**config.mk**
```make
export PLATFORM = sky130hd
export DESIGN_NAME = blctrl_sweep_scheduler
export DESIGN_NICKNAME = d
export VERILOG_FILES = /design/src/rtl/blctrl_pkg.sv /design/src/rtl/blctrl_next_channel.sv /design/src/rtl/blctrl_sweep_scheduler.sv
export SDC_FILE = /design/constraint.sdc
export NUM_CORES = 1
export LEC_CHECK = 0
export BUFFER_PORTS_ARGS = -buffer_cell sky130_fd_sc_hd__buf_2
export CELL_PAD_IN_SITES_DETAIL_PLACEMENT = 0
export CELL_PAD_IN_SITES_GLOBAL_PLACEMENT = 2
export CORE_ASPECT_RATIO = 1.1
export CORE_MARGIN = 5
export CORE_UTILIZATION = 28
export DETAILED_ROUTE_END_ITERATION = 16
export PLACE_DENSITY = 0.73
export SLEW_MARGIN = 30
export SYNTH_ARGS = -nofsm -noshare
export SYNTH_HDL_FRONTEND = slang
export SYNTH_SLANG_ARGS = --single-unit
```
**constraint.sdc**
```tcl
create_clock -name clk -period 1.95 [get_ports clk]
set_input_delay 0.195 -clock clk [delete_from_list [all_inputs] [get_ports clk]]
set_output_delay 0.195 -clock clk [all_outputs]
set_load 0.02 [all_outputs]
```
**src/rtl/blctrl_pkg.sv**
```systemverilog
// Shared types and constants for the brushless-controller sweep scheduler.
// Channel 0 sits in the top byte of the flat speed bus.
package blctrl_pkg;

  localparam int NUM_MOTORS    = 8;
  localparam int CH_W          = 3;
  localparam int IDX_W         = CH_W + 1;
  localparam int SPEED_W       = 8;
  localparam int SPEED_FLAT_W  = NUM_MOTORS * SPEED_W;
  localparam int SPEED_CH0_MSB = SPEED_FLAT_W - 1;

  localparam logic [6:0] DEFAULT_BASE_ADDR = 7'h29;

  typedef enum logic [2:0] {
    ST_IDLE      = 3'd0,
    ST_SELECT    = 3'd1,
    ST_CMD_WR    = 3'd2,
    ST_DATA      = 3'd3,
    ST_CMD_STOP  = 3'd4,
    ST_WAIT_DONE = 3'd5
  } state_e;

  function automatic logic [SPEED_W-1:0] speed_of(input logic [SPEED_FLAT_W-1:0] flat,
                                                  input logic [CH_W-1:0] ch);
    return flat[SPEED_CH0_MSB - SPEED_W * int'(ch) -: SPEED_W];
  endfunction

endpackage

```
**src/rtl/blctrl_next_channel.sv**
```systemverilog
// Combinational search for the lowest enabled channel at or above start_idx.
// start_idx may be NUM_MOTORS, which always reports nothing found.
module blctrl_next_channel
  import blctrl_pkg::*;
(
  input  logic [NUM_MOTORS-1:0] mask,
  input  logic [IDX_W-1:0]      start_idx,
  output logic                  found,
  output logic [CH_W-1:0]       channel
);

  always_comb begin
    found   = 1'b0;
    channel = '0;
    // Scan downwards so the last hit written is the lowest qualifying channel.
    for (int i = NUM_MOTORS - 1; i >= 0; i--) begin
      if (mask[i] && (IDX_W'(i) >= start_idx)) begin
        found   = 1'b1;
        channel = CH_W'(i);
      end
    end
  end

endmodule

```
**src/rtl/blctrl_sweep_scheduler.sv**
```systemverilog
// Drives the i2c_master command/data streams: once per refresh period, each
// enabled channel gets write(BASE_ADDR+n), one speed byte, stop.
module blctrl_sweep_scheduler
  import blctrl_pkg::*;
#(
  parameter logic [6:0] BASE_ADDR      = DEFAULT_BASE_ADDR,
  parameter int         REFRESH_CYCLES = 50000,
  parameter int         TIMEOUT_CYCLES = 4096
) (
  input  logic                    clk,
  input  logic                    rst,
  input  logic                    enable,
  input  logic [NUM_MOTORS-1:0]   motor_enable,
  input  logic [SPEED_FLAT_W-1:0] target_speed_flat,
  output logic [6:0]              cmd_address,
  output logic                    cmd_start,
  output logic                    cmd_write,
  output logic                    cmd_stop,
  output logic                    cmd_valid,
  input  logic                    cmd_ready,
  output logic [7:0]              data_tdata,
  output logic                    data_tvalid,
  output logic                    data_tlast,
  input  logic                    data_tready,
  input  logic                    master_busy,
  input  logic                    missed_ack,
  input  logic                    clear_errors,
  output logic                    sweep_done,
  output logic [NUM_MOTORS-1:0]   ack_error_mask,
  output logic                    timeout_flag,
  output logic                    overrun_flag
);

  localparam int TMR_W = $clog2(REFRESH_CYCLES);
  localparam int WD_W  = $clog2(TIMEOUT_CYCLES);
  localparam logic [TMR_W-1:0] TMR_LAST = TMR_W'(REFRESH_CYCLES - 1);
  localparam logic [WD_W-1:0]  WD_LAST  = WD_W'(TIMEOUT_CYCLES - 1);

  // Valid/ready: a valid, once raised, stays high with its payload stable
  // until the cycle in which ready is also high; only the watchdog may
  // withdraw it early.

  state_e                  state_q, state_d;
  logic [TMR_W-1:0]        timer_q, timer_d;
  logic                    pending_q, pending_d;
  logic [IDX_W-1:0]        idx_q, idx_d;
  logic [CH_W-1:0]         chan_q, chan_d;
  logic [SPEED_W-1:0]      speed_q, speed_d;
  logic [WD_W-1:0]         wd_q, wd_d;
  logic [6:0]              cmd_address_q, cmd_address_d;
  logic                    cmd_valid_q, cmd_valid_d;
  logic                    cmd_write_q, cmd_write_d;
  logic                    cmd_stop_q, cmd_stop_d;
  logic                    data_tvalid_q, data_tvalid_d;
  logic                    sweep_done_q, sweep_done_d;
  logic [NUM_MOTORS-1:0]   ack_err_q, ack_err_d;
  logic                    timeout_q, timeout_d;
  logic                    overrun_q, overrun_d;

  logic                    timer_wrap;
  logic                    start_sweep;
  logic                    in_txn;
  logic                    wd_expired;
  logic                    nc_found;
  logic [CH_W-1:0]         nc_channel;

  blctrl_next_channel u_next_channel (
    .mask      (motor_enable),
    .start_idx (idx_q),
    .found     (nc_found),
    .channel   (nc_channel)
  );

  always_comb begin
    state_d       = state_q;
    idx_d         = idx_q;
    chan_d        = chan_q;
    speed_d       = speed_q;
    cmd_address_d = cmd_address_q;
    cmd_valid_d   = cmd_valid_q;
    cmd_write_d   = cmd_write_q;
    cmd_stop_d    = cmd_stop_q;
    data_tvalid_d = data_tvalid_q;
    sweep_done_d  = 1'b0;

    timer_wrap  = (timer_q == TMR_LAST);
    timer_d     = timer_wrap ? '0 : timer_q + 1'b1;
    start_sweep = (state_q == ST_IDLE) && enable && pending_q;

    pending_d = pending_q;
    if (timer_wrap) begin
      pending_d = 1'b1;
    end else if (start_sweep) begin
      pending_d = 1'b0;
    end

    // Clear first so an error arriving in the same cycle survives.
    ack_err_d = clear_errors ? '0 : ack_err_q;
    timeout_d = clear_errors ? 1'b0 : timeout_q;
    overrun_d = clear_errors ? 1'b0 : overrun_q;
    if (timer_wrap && pending_q && !start_sweep) begin
      overrun_d = 1'b1;
    end

    in_txn     = (state_q inside {ST_CMD_WR, ST_DATA, ST_CMD_STOP, ST_WAIT_DONE});
    wd_d       = in_txn ? wd_q + 1'b1 : wd_q;
    wd_expired = in_txn && (wd_q == WD_LAST);

    if (in_txn && missed_ack) begin
      ack_err_d[chan_q] = 1'b1;
    end

    case (state_q)
      ST_IDLE: begin
        if (start_sweep) begin
          idx_d   = '0;
          state_d = ST_SELECT;
        end
      end
      ST_SELECT: begin
        if (!nc_found) begin
          sweep_done_d = 1'b1;
          state_d      = ST_IDLE;
        end else begin
          chan_d        = nc_channel;
          speed_d       = speed_of(target_speed_flat, nc_channel);
          cmd_address_d = BASE_ADDR + {4'b0000, nc_channel};
          cmd_valid_d   = 1'b1;
          cmd_write_d   = 1'b1;
          cmd_stop_d    = 1'b0;
          wd_d          = '0;
          state_d       = ST_CMD_WR;
        end
      end
      ST_CMD_WR: begin
        if (cmd_valid_q && cmd_ready) begin
          cmd_valid_d   = 1'b0;
          cmd_write_d   = 1'b0;
          data_tvalid_d = 1'b1;
          state_d       = ST_DATA;
        end
      end
      ST_DATA: begin
        if (data_tvalid_q && data_tready) begin
          data_tvalid_d = 1'b0;
          cmd_valid_d   = 1'b1;
          cmd_stop_d    = 1'b1;
          state_d       = ST_CMD_STOP;
        end
      end
      ST_CMD_STOP: begin
        if (cmd_valid_q && cmd_ready) begin
          cmd_valid_d = 1'b0;
          cmd_stop_d  = 1'b0;
          state_d     = ST_WAIT_DONE;
        end
      end
      default: ;
    endcase

    // Transaction end, normal or aborted: a dropped enable parks in IDLE
    // without a sweep_done, and the next sweep restarts from channel 0.
    if (wd_expired || (state_q == ST_WAIT_DONE && !master_busy)) begin
      cmd_valid_d   = 1'b0;
      cmd_write_d   = 1'b0;
      cmd_stop_d    = 1'b0;
      data_tvalid_d = 1'b0;
      if (wd_expired) begin
        timeout_d = 1'b1;
      end
      if (enable) begin
        idx_d   = {1'b0, chan_q} + 1'b1;
        state_d = ST_SELECT;
      end else begin
        state_d = ST_IDLE;
      end
    end
  end

  always_ff @(posedge clk or posedge rst) begin
    if (rst) begin
      state_q       <= ST_IDLE;
      timer_q       <= '0;
      pending_q     <= 1'b0;
      idx_q         <= '0;
      chan_q        <= '0;
      speed_q       <= '0;
      wd_q          <= '0;
      cmd_address_q <= '0;
      cmd_valid_q   <= 1'b0;
      cmd_write_q   <= 1'b0;
      cmd_stop_q    <= 1'b0;
      data_tvalid_q <= 1'b0;
      sweep_done_q  <= 1'b0;
      ack_err_q     <= '0;
      timeout_q     <= 1'b0;
      overrun_q     <= 1'b0;
    end else begin
      state_q       <= state_d;
      timer_q       <= timer_d;
      pending_q     <= pending_d;
      idx_q         <= idx_d;
      chan_q        <= chan_d;
      speed_q       <= speed_d;
      wd_q          <= wd_d;
      cmd_address_q <= cmd_address_d;
      cmd_valid_q   <= cmd_valid_d;
      cmd_write_q   <= cmd_write_d;
      cmd_stop_q    <= cmd_stop_d;
      data_tvalid_q <= data_tvalid_d;
      sweep_done_q  <= sweep_done_d;
      ack_err_q     <= ack_err_d;
      timeout_q     <= timeout_d;
      overrun_q     <= overrun_d;
    end
  end

  assign cmd_address    = cmd_address_q;
  assign cmd_start      = 1'b0;
  assign cmd_write      = cmd_write_q;
  assign cmd_stop       = cmd_stop_q;
  assign cmd_valid      = cmd_valid_q;
  assign data_tdata     = speed_q;
  assign data_tvalid    = data_tvalid_q;
  assign data_tlast     = data_tvalid_q;
  assign sweep_done     = sweep_done_q;
  assign ack_error_mask = ack_err_q;
  assign timeout_flag   = timeout_q;
  assign overrun_flag   = overrun_q;

endmodule

```
==> results of run 1 <==
## sequential cells by signal (all words and copies together) (netlist names), 3 cells and up, named ones only
register        count
ack_error_mask      8
chan_q              3
cmd_address         6
data_tdata          8
idx_q               3
state_q             3
timer_q            16
wd_q               12
## what timing repair did
action / 4_1_cts / 5_1_grt
endpoints found under the setup margin: 25 / 32
cloned: 1 / 0
pin swaps: 12 / 7
gates resized for setup: 24 / 24
hold buffers: 1 / 0
hold endpoints to repair: 68 / 0
buffers inserted: 3 / 2
## where the power goes
part           switching [mW]  leakage [nW]  internal, mW
clock                   0.598         0.135         0.886
sequential             0.0863         0.881          1.51
combinational           0.296          1.53         0.335
total                   0.980          2.55          2.73
## cells by family (layout without fill, tap and decap cells)
logic type               count (synthesis)  after routing
adder cells (fa/ha/maj)                  5              5
XOR/XNOR                                24             24
other                                    1              2
buffers and inverters                   36            202
multiplexers                            15             15
AND/OR/NAND/NOR                        162            162
AO/OA/AOI/OAI                           67             67
flip-flops                              68             68
## layout by cell type, fill, tap and decap left out, drive strengths merged, types with 3 or more instances in the layout
cell	n
a21o	3
a21oi	10
a222oi	3
a22o	3
a31oi	3
a32oi	5
and4	3
buf	164
clkbuf	12
clkinv	4
dfrtp	68
ha	5
inv	20
mux4	13
nand2	54
nand2b	9
nand3	17
nand4	10
nor2	43
nor2b	4
nor3	6
o21ai	19
o22ai	7
o32ai	3
or2	3
xnor2	13
xor2	11
## cell type report
cell class / count / area (sq um) / area share, %
clock buffers: 11 / 243 / 4.59
well taps: 161 / 201 / 3.81
repair buffers: 166 / 1040 / 19.7
flip-flops and latches: 68 / 1710 / 32.3
multi-input cells: 275 / 1980 / 37.5
inverters: 20 / 82.6 / 1.56
clock inverters: 5 / 27.5 / 0.521
## stage by stage
stage	power, mW	hold slack (ps)	setup slack (ps)	cells	TNS [ps]
finish	3.71	87.6	-186	706	-1380
global route	3.91	83.4	-298	706	-3870
CTS	3.74	71.9	-194	705	-1620
detailed placement	2.20	310	-291	686	-3090
global placement	2.18	308	-212	686	-1930
floorplan	1.94	324	-164	379	-1070
## worst max-delay path, delay by kind of cell (launching register included)
kind                   cells  cell delay, ps
multiplexers               1             500
AO/OA/AOI/OAI              2             330
buffers and inverters      2             260
flip-flops                 1             410
AND/OR/NAND/NOR            4             480
## how the worst max path moves through the flow
stage | depth (start not counted) | slack (ps) | endpoint | start
final | 9 | -190 | data_tdata[7]$_DFFE_PP0P_ | idx_q[2]$_DFF_PP0_
after global routing | 9 | -300 | data_tdata[4]$_DFFE_PP0P_ | idx_q[2]$_DFF_PP0_
after CTS | 9 | -190 | data_tdata[1]$_DFFE_PP0P_ | idx_q[2]$_DFF_PP0_
after detailed placement | 8 | -290 | data_tdata[2]$_DFFE_PP0P_ | idx_q[1]$_DFF_PP0_
after global placement | 8 | -210 | data_tdata[2]$_DFFE_PP0P_ | idx_q[1]$_DFF_PP0_
after floorplan | 9 | -160 | data_tdata[0]$_DFFE_PP0P_ | idx_q[2]$_DFF_PP0_
## layer usage
layer / part of all wire [%] / track usage [%]
met3: 6.6 / 3.95
met4: 1.7 / 4.92
met2: 49 / 24.4
met5: 0 / 0
met1: 43 / 17.5
==> flow_summary.yaml, run 1 <==
layout:
  antennaDiodeCount: 0
  design_area_sq_mm: 0.00528
  postLayoutCoreUtil_pct: 40.1
  syn_to_final_growth_pct: 41.6
  fillCellCount: 1340
  nets: 625
  drive_above_1_share_pct: 42.9
yosys:
  synthMuxAreaShare_pct: 8.89
  yosysWarnings: 0
  synth_top_family_by_area: "simple AND/OR/NAND/NOR gates"
  ys_ff_latch: 68
  yosysTopAreaCell: "dfrtp_1"
  synthXorXnorAreaFrac_pct: 6.14
  seq_area_frac_synth_pct: 45.6
  synth_area_sq_mm: 0.00373
  yosysMostFrequentCell: "dfrtp_1"
  yosys.area_share.adder_pct: 1.68
  synth_edf_count: 0
  synthArstFlopShare_pct: 100
  synthCells: 378
  synthSimpleGateAreaFrac_pct: 20.6
  synth_compound_area_share_pct: 12.3
  syn_area_per_cell_sq_um: 9.87
  synth_top_area_share_pct: 45.6
  synthTopCellsByCount: "dfrtp_1 (68), nand2_1 (53), nor2_1 (43)"
  synthTopCellsByArea: "dfrtp_1 (46%), nand2_1 (5.3%), mux4_2 (4.8%), nor2_1 (4.3%), mux4_1 (3.5%)"
  synth_cell_type_count: 56
  ys.flop_type: "dfrtp_1"
critical_path:
  path_cells: "and4_1 > a221oi_2 > o32ai_2 > nand2_2 > buf_12 > buf_8 > mux4_2 > nand2_2 > nand3_2"
  cp.required_ps: 2140
  worst_ep_arrival_time_ps: 2330
  max_stage_delay_ps: 500
  cp_max_fo: 6
  cp-start-kind: "flip-flop"
  slowest_stage: "mux4_2"
  path_class: "reg2reg"
  cp_common_cell: "nand2_2"
  r2r_slack_ps: -190
  worstRegToRegCells: 9
  r2r_start: "idx_q[2]$_DFF_PP0_"
  end_kind: "flip-flop"
  worstReg2RegEnd: "data_tdata[7]$_DFFE_PP0P_"
die:
  design.core.area_sq_mm: 0.0132
  die_area_sq_mm: 0.0157
  ios: 112
  placementRows: 44
  start_util_pct: 28.4
  fp.dieW_um: 120
  die_y_um: 131
drt:
  finalWirelength_um: 10800
  wire_per_inst_um: 15.3
  post-route-drc-count: 0
  vias: 3363
  drt-pass1-iter-count: 6
  viasPerCell: 4.76
  drt_iter0_drc: 198
  drtAntennaViolNets: 0
clock_network:
  clk_pin_slew_ps: 60
  cts.sinks: 68
  cts_tree: "done"
  cts-root-buf: "clkbuf_16"
  clk_latency_ps: 330
  cts_buffers: 9
  htreeDepth: 3
  max-clock-path-buffers: 2
place:
  portBuffers: 109
  routabilityCongestion: 0.803
  dp_hpwl_um: 8210
  place_area_sq_mm: 0.00482
timing:
  final.setup.worst_slack_ps: -186
  setup_viol_count_final: 10
  worstMarginPinSlew_ps: 504
  grt_setup_unrepaired: "true"
  fin_skew_ps: 6.16
  slew_headroom_pct: 66.4
  max_freq_mhz: 468
  period_share_pct: 110
  fin_crit_ps: 2140
  hold_violations: 0
  maxSlewViolCount: 0
worst_hold_path:
  hold_end: "data_tdata[7]$_DFFE_PP0P_"
  hold_class: "in2reg"
  min_path_cells: 3
  hold_path.startpoint: "target_speed_flat[63]"
global_route:
  grt_max_degree: 69
  grt_usage_pct: 14.3
  first_global_vias: 3691
  grt_pass1_wl_um: 17900
  antenna_found_initial: 0
  grt_overflow: 0
run_status:
  status: "complete, but fails checks"
  violations: "negative setup slack"
power:
  leakagePower_nw: 2.55
  vdd_drop_max_uv: 296
  power.density_mw_per_mm2: 702
run:
  drv_cap: 0
Power figures use the tool's default switching activity.
==> run 2, diff against run 1 <==
CORE_UTILIZATION = 29   (was 28)
CTS_BUF_LIST = sky130_fd_sc_hd__clkbuf_4   (was not set)
PLACE_DENSITY = 0.75   (was 0.73)
==> flow_summary.yaml, run 2 (synthesized netlist as in run 1, its figures left out) <==
critical_path:
  critPathTopFamily: "multiplexers"
  cp.required_ps: 2260
  slowest_stage: "mux4_1"
  cp_max_fo: 12
  max_stage_delay_ps: 560
  worst-path-buf-inv: 1
  path_class: "reg2reg"
  worstReg2RegEnd: "data_tdata[5]$_DFFE_PP0P_"
  worstRegToRegCells: 8
  r2r_start: "idx_q[1]$_DFF_PP0_"
  worst_ep_arrival_time_ps: 2500
  r2r_slack_ps: -230
  cp-start-kind: "flip-flop"
  end_kind: "flip-flop"
  path_cells: "and4_1 > a221oi_2 > o32ai_2 > nand2_2 > buf_12 > mux4_1 > a32oi_1 > nand2_1"
global_route:
  first_global_vias: 3493
  antenna_found_initial: 0
  grt_overflow: 0
  grt_max_degree: 69
  grt_usage_pct: 13.4
  grt_pass1_wl_um: 16800
worst_hold_path:
  hold_path.startpoint: "target_speed_flat[44]"
  min_path_cells: 3
  hold_end: "data_tdata[4]$_DFFE_PP0P_"
  hold_class: "in2reg"
power:
  power.density_mw_per_mm2: 630
  clkPwrFrac_pct: 32.7
  vdd_drop_max_uv: 437
  p_sw_mw: 0.872
  finalPower_mw: 3.24
  p_seq_share_pct: 48.5
  p_int_mw: 2.37
  sw_frac_of_total_pct: 26.9
  leakagePower_nw: 2.49
  combPwrFrac_pct: 18.8
layout:
  largest_reg_flops: 16
  nets: 624
  syn_to_final_growth_pct: 37.8
  fillCellCount: 1308
  design_area_sq_mm: 0.00514
  multi_input_area_sq_mm: 0.00198
  layout.area.seq_sq_mm: 0.00171
  reg.largest.list: "timer_q (16), wd_q (12)"
  antennaDiodeCount: 0
  top_register: "timer_q"
  drive_above_1_share_pct: 41.0
  mostFrequentLayoutCells: "buf_2 (109), dfrtp_1 (65), nand2_1 (52)"
  final_common_cell: "buf_2"
drt:
  post-route-drc-count: 0
  wire_per_inst_um: 14.9
  drt_iter0_drc: 139
  vias: 3399
  drtAntennaViolNets: 0
  drt-pass1-iter-count: 6
  finalWirelength_um: 10400
  viasPerCell: 4.85
timing:
  max_freq_mhz: 458
  final.setup.worst_slack_ps: -231
  fin_skew_ps: 10.0
  setup_viol_count_final: 10
  hold_violations: 0
  maxSlewViolCount: 0
  period_share_pct: 112
  fin_crit_ps: 2180
  grt_setup_unrepaired: "true"
clock_network:
  cts.sinks: 68
  max-clock-path-buffers: 2
  clk_latency_ps: 410
  cts-root-buf: "clkbuf_4"
  clk_pin_slew_ps: 120
  cts_buffers: 9
  htreeDepth: 3
  cts_tree: "done"
place:
  portBuffers: 109
  place_area_sq_mm: 0.00478
  routabilityCongestion: 0.805
  dp_hpwl_um: 7820
die:
  start_util_pct: 29.6
  die_y_um: 129
  placementRows: 43
  fp.dieW_um: 118
  design.core.area_sq_mm: 0.0126
  ios: 112
  die_area_sq_mm: 0.0152
run_status:
  status: "complete, but fails checks"
  violations: "negative setup slack"
run:
  drv_cap: 0
-- run 2: cell types whose count changed in the layout (fill, tap and decap cells not counted), sizes merged --
cell,delta
clkbuf,-1
a21bo,+1
buf,-5
dlygate4sd3,+4
clkinv,-2
bufinv,+2
-- run 2: worst max path at each step --
stage | start | to | slack [ps] | depth (start not counted)
finish | idx_q[1]$_DFF_PP0_ | data_tdata[5]$_DFFE_PP0P_ | -230 | 8
global route | idx_q[1]$_DFF_PP0_ | data_tdata[7]$_DFFE_PP0P_ | -320 | 9
CTS | idx_q[1]$_DFF_PP0_ | data_tdata[3]$_DFFE_PP0P_ | -230 | 8
detailed placement | idx_q[1]$_DFF_PP0_ | data_tdata[0]$_DFFE_PP0P_ | -320 | 8
global placement | idx_q[1]$_DFF_PP0_ | data_tdata[0]$_DFFE_PP0P_ | -260 | 8
floorplan | idx_q[2]$_DFF_PP0_ | data_tdata[0]$_DFFE_PP0P_ | -160 | 9
-- run 2: area by class of cell --
| class | instances | share of cell area, % |
|---|---|---|
| Clock inverter | 5 | 1.48 |
| Timing Repair Buffer | 164 | 19.9 |
| Sequential cell | 68 | 33.2 |
| Tap cell | 157 | 3.82 |
| Inverter | 20 | 1.51 |
| Multi-Input combinational cell | 276 | 38.5 |
| Clock buffer | 11 | 1.61 |
-- run 2: repair_timing --
item,in CTS,in global routing
setup buffers,0,3
pin swaps,2,4
gates resized for setup,10,25
endpoints found under the hold margin,71,0
setup endpoints to repair,31,38
gates cloned,0,1
hold buffers,5,0
-- run 2: per-layer routing --
layer	share of wire (%)	global-route usage [%]	up-vias
met5	0	0	-
met4	1.5	4.45	0
met3	5.5	2.99	18
met2	48	22.3	104
met1	45	17.3	1616
li1	-	-	1661
-- run 2: power groups by stage --
stage / sequential, mW / combinational [mW] / clock (mW)
finish: 1.57 / 0.610 / 1.06
global route: 1.59 / 0.694 / 1.15
CTS: 1.57 / 0.606 / 1.09
detailed placement: 1.60 / 0.594 / 0
global placement: 1.59 / 0.584 / 0
floorplan: 1.61 / 0.322 / 0
-- run 2: tightest hold or removal path, stage by stage --
cell and delay (ps):
buf_2 80, a222oi_1 60, nand3_1 90
-- run 2: metrics by stage --
stage / setup TNS [ps] / cells / hold slack, ps / utilization [%] / setup WS, ps
2_1_floorplan: -1070 / 379 / 324 / - / -164
3_3_place_gp: -2240 / 676 / 305 / 38.0 / -263
3_5_place_dp: -3120 / 676 / 308 / 38.0 / -321
4_1_cts: -1850 / 697 / 0.993 / 39.9 / -234
5_1_grt: -2750 / 701 / 13.4 / 40.8 / -317
6_report: -1580 / 701 / 37.6 / 40.8 / -231
